[config.mk]
export PLATFORM = sky130hd
export DESIGN_NAME = nbit_adder
export DESIGN_NICKNAME = d
export VERILOG_FILES = /design/src/rtl/nbit_adder.sv
export SDC_FILE = /design/constraint.sdc
export NUM_CORES = 1
export LEC_CHECK = 0
export ABC_AREA = 1
export CORE_AREA = 2 2 69 71
export CTS_CLUSTER_DIAMETER = 120
export CTS_CLUSTER_SIZE = 28
export DETAILED_ROUTE_END_ITERATION = 8
export DIE_AREA = 0 0 71 73
export PLACE_DENSITY = 0.61
export SYNTH_ARGS = -nofsm -noshare
export SYNTH_HDL_FRONTEND = slang
export SYNTH_SLANG_ARGS = --single-unit
export TNS_END_PERCENT = 10
[constraint.sdc]
create_clock -name clk -period 0.9 [get_ports clk]
set_input_delay 0.18 -clock clk [delete_from_list [all_inputs] [get_ports clk]]
set_output_delay 0.18 -clock clk [all_outputs]
set_load 0.01 [all_outputs]
[src/rtl/nbit_adder.sv]
// N-bit ripple-carry adder with registered sum, carry-out and zero/sign/parity/overflow flags.
// Latency 1 cycle, one operation per cycle; no handshake, so there is no backpressure.

module nbit_adder_fa (
  input  logic a,
  input  logic b,
  input  logic ci,
  output logic s,
  output logic co
);
  logic p;

  assign p  = a ^ b;
  assign s  = p ^ ci;
  assign co = (a & b) | (ci & p);
endmodule

module nbit_adder #(
  parameter int N = 16
) (
  input  logic         clk,
  input  logic         rst,
  input  logic [N-1:0] a,
  input  logic [N-1:0] b,
  input  logic         cin,
  output logic [N-1:0] sum,
  output logic         cout,
  output logic         zero,
  output logic         sign,
  output logic         parity,
  output logic         overflow
);
  logic [N-1:0] s;
  logic         c_msb_in;
  logic         c_out;

  // Each stage owns its own carry nets so the chain is a set of distinct scalars.
  for (genvar i = 0; i < N; i++) begin : g_bit
    logic ci;
    logic co;
    if (i == 0) begin : g_first
      assign ci = cin;
    end else begin : g_next
      assign ci = g_bit[i-1].co;
    end
    nbit_adder_fa u_fa (
      .a  (a[i]),
      .b  (b[i]),
      .ci (ci),
      .s  (s[i]),
      .co (co)
    );
  end

  assign c_msb_in = g_bit[N-1].ci;
  assign c_out    = g_bit[N-1].co;

  logic [N-1:0] sum_d, sum_q;
  logic         cout_d, cout_q;
  logic         zero_d, zero_q;
  logic         sign_d, sign_q;
  logic         parity_d, parity_q;
  logic         overflow_d, overflow_q;

  always_comb begin
    sum_d      = s;
    cout_d     = c_out;
    zero_d     = ~|s;
    sign_d     = s[N-1];
    parity_d   = ~^s;
    overflow_d = c_out ^ c_msb_in;
  end

  // Reset clears parity too, even though an all-zero sum has even parity.
  always_ff @(posedge clk or posedge rst) begin
    if (rst) begin
      sum_q      <= '0;
      cout_q     <= 1'b0;
      zero_q     <= 1'b0;
      sign_q     <= 1'b0;
      parity_q   <= 1'b0;
      overflow_q <= 1'b0;
    end else begin
      sum_q      <= sum_d;
      cout_q     <= cout_d;
      zero_q     <= zero_d;
      sign_q     <= sign_d;
      parity_q   <= parity_d;
      overflow_q <= overflow_d;
    end
  end

  assign sum      = sum_q;
  assign cout     = cout_q;
  assign zero     = zero_q;
  assign sign     = sign_q;
  assign parity   = parity_q;
  assign overflow = overflow_q;
endmodule

==> flow_summary.yaml <==
finish:
  fin_nets: 256
  drive_above_1_share_pct: 37.2
  post-route-util_pct: 43.6
  final_common_cell: "inv_1"
  num_antenna_cells: 0
  syn_to_final_growth_pct: 54.4
  nFillCells: 467
  layout_common_cells: "inv_1, clkdlybuf4s50_1, dfrtp_1"
critical_path:
  worst_setup_path_end_kind: "register"
  slowest_stage: "fa_2"
  critPathMaxFanout: 2
  startpoint_type: "input port"
  arrival_ns: 6.41
  required_ns: 1.10
  path_class: "in -> reg"
  cpPeakStageDelay_ns: 0.56
  cp_common_cell: "fa_2"
routing:
  drt-total-wl_microns: 2280
  routed-via-count: 969
  routed-wl-met2_microns: 1190
  wl_per_cell_microns: 9.11
  via_per_inst: 3.88
  drc: 0
  dr_wl_met3_microns: 168
  met1_length_microns: 889
  drtIter0Drc: 24
  top_layer_used: "met4"
  ant_nets: 0
  drt_pre_antenna_iters: 4
timing:
  setup_viol: 40
  rsz0062_at_grt: "yes"
  period_needed_ns: 6.21
  worst_slack_ns: -5.31
  slew_headroom_pct: 92.4
  hold_viol_final: 0
  tightest_slew_ns: 0.113
  slew_viol_final: 0
  fmax_mhz: 161
  timing.final.crit_share_pct: 690
placed_design:
  dp_hpwl_microns: 1990
  port_buffers: 55
  dpl_worst_slack_ns: -6.20
  place.gp.congestion: 0.651
synth:
  synth_top_cell_area_share_pct: 39.1
  synth_fp_nets: 194
  ys_seq_area_share_pct: 39.1
  synthesis.instances: 135
  synth_warnings: 0
  synthDistinctLibCells: 11
  synth_area_leader_cell: "dfrtp_1"
  mappedNetlistArea_sq_mm: 0.00128
  avgSynthCellArea_sq_um: 9.49
  synth_seq_cells: 20
  synthTopCellsByArea: "dfrtp_1, fa_1, inv_1, ha_1, nand2_1"
clock_tree:
  clk_path_buf_depth: 2
  cts_root_buffer: "clkbuf_8"
  cts_buffers: 3
  cts-hold-fix-buffers: 0
  clkTransAtPathRegs_ns: 0.08
  cts_tree: "done"
  htree_levels: 1
  clock_sinks: 20
run:
  max-cap-violations: 0
floorplanning:
  initial_utilization_pct: 28.2
  dieArea_sq_mm: 0.00518
  coreArea_sq_mm: 0.00454
  row_count: 25
  dieWidth_microns: 71
  ios: 56
  die_h_microns: 73
global_routing:
  grt_usage_pct: 9.62
  grt_pass1_vias: 918
  grt_pass1_wl_microns: 3880
  overflow: 0
  antenna_found_initial: 0
  grt_max_degree: 21
pwr:
  switching_share_pct: 34.6
  vdd_drop_max_uv: 628
  p_int_mw: 2.27
  leakage_nw: 1.07
  clkPwrFrac_pct: 19.9
  power_frac_seq_pct: 32.2
  switchingPower_mw: 1.20
  cellPowerDensity_mw_per_mm2: 1750
  pwr-share-comb_pct: 47.9
min_path:
  hp-class: "in -> async"
run_status:
  status: "finished with violations"
  violations: "negative setup slack"
## logic make-up after synthesis
kind of cell	Yosys count	synth area share, %
DFF	20	39.1
and+or+nand+nor	29	9.28
adders and majority gates	24	32.8
buffers and inverters	61	18.2
xor gates and xnor gates	1	0.684
## routing by layer
| layer | up-vias | track usage, % |
|---|---|---|
| met4 | 0 | 3.14 |
| met1 | 449 | 11.5 |
| li1 | 481 | - |
| met5 | - | 0 |
| met3 | 4 | 1.93 |
| met2 | 35 | 17.3 |
## timing repair
item / in CTS / in global routing
buffers inserted: 0 / 1
endpoints found under the hold margin: 0 / 0
gates resized for setup: 105 / 15
endpoints found under the setup margin: 41 / 40
pin swaps: 23 / 19
## power by group through the flow
stage	combinational [mW]	sequential (mW)	clock [mW]
2_1_floorplan	0.865	1.24	0
3_3_place_gp	1.66	1.14	0
3_5_place_dp	1.71	1.14	0
4_1_cts	1.59	1.12	0.710
5_1_grt	1.90	1.14	0.750
6_report	1.66	1.12	0.691
## cell type report
class                           count  area (sq um)  share of cell area, %
Clock buffer                        4          55.1                   2.78
Inverter                           60           235                   11.9
Multi-Input combinational cell     54           618                   31.2
Sequential cell                    20           500                   25.3
Tap cell                           54          67.6                   3.42
Timing Repair Buffer               58           502                   25.4
## cells in the mapped netlist (all sizes together)
library cell	n
nor2	3
fa	16
nand3	2
buf	1
xnor2	1
nand2	21
or2	1
nand4	2
dfrtp	20
ha	8
inv	60
## flip-flops by register name, indices dropped and copies added (netlist names)
name      cells
cout          1
parity        1
sign          1
sum          15
overflow      1
zero          1
## through the flow
stage / cell area [sq um] / setup TNS (ns) / total power, mW / std cells / hold slack (ns)
after global routing: 1980 / -58.04 / 3.79 / 250 / 0.270
after floorplan: 1330 / -56.62 / 2.11 / 135 / 0.144
final: 1980 / -55.61 / 3.47 / 250 / 0.243
after detailed placement: 1970 / -73.71 / 2.85 / 245 / 0.519
after CTS: 1940 / -60.06 / 3.42 / 249 / 0.250
after global placement: 1970 / -72.79 / 2.80 / 245 / 0.513
## critical path, delay by kind of cell
family,cells,cell delay (ns)
AND/OR/NAND/NOR,6,0.51
buffers and inverters,12,0.62
adder cells (fa/ha/maj),17,5.13
## path summary, 6_finish.rpt
path	cells after the start	startpoint	slack, ns	endpoint
min in group clk	4	b[0]	0.35	sum[0]
max in group asynchronous	3	rst	0.53	sum[9]
min	3	rst	0.24	zero
max	35	a[0]	-5.31	parity
Note: power is estimated with default switching activity, not from simulation.
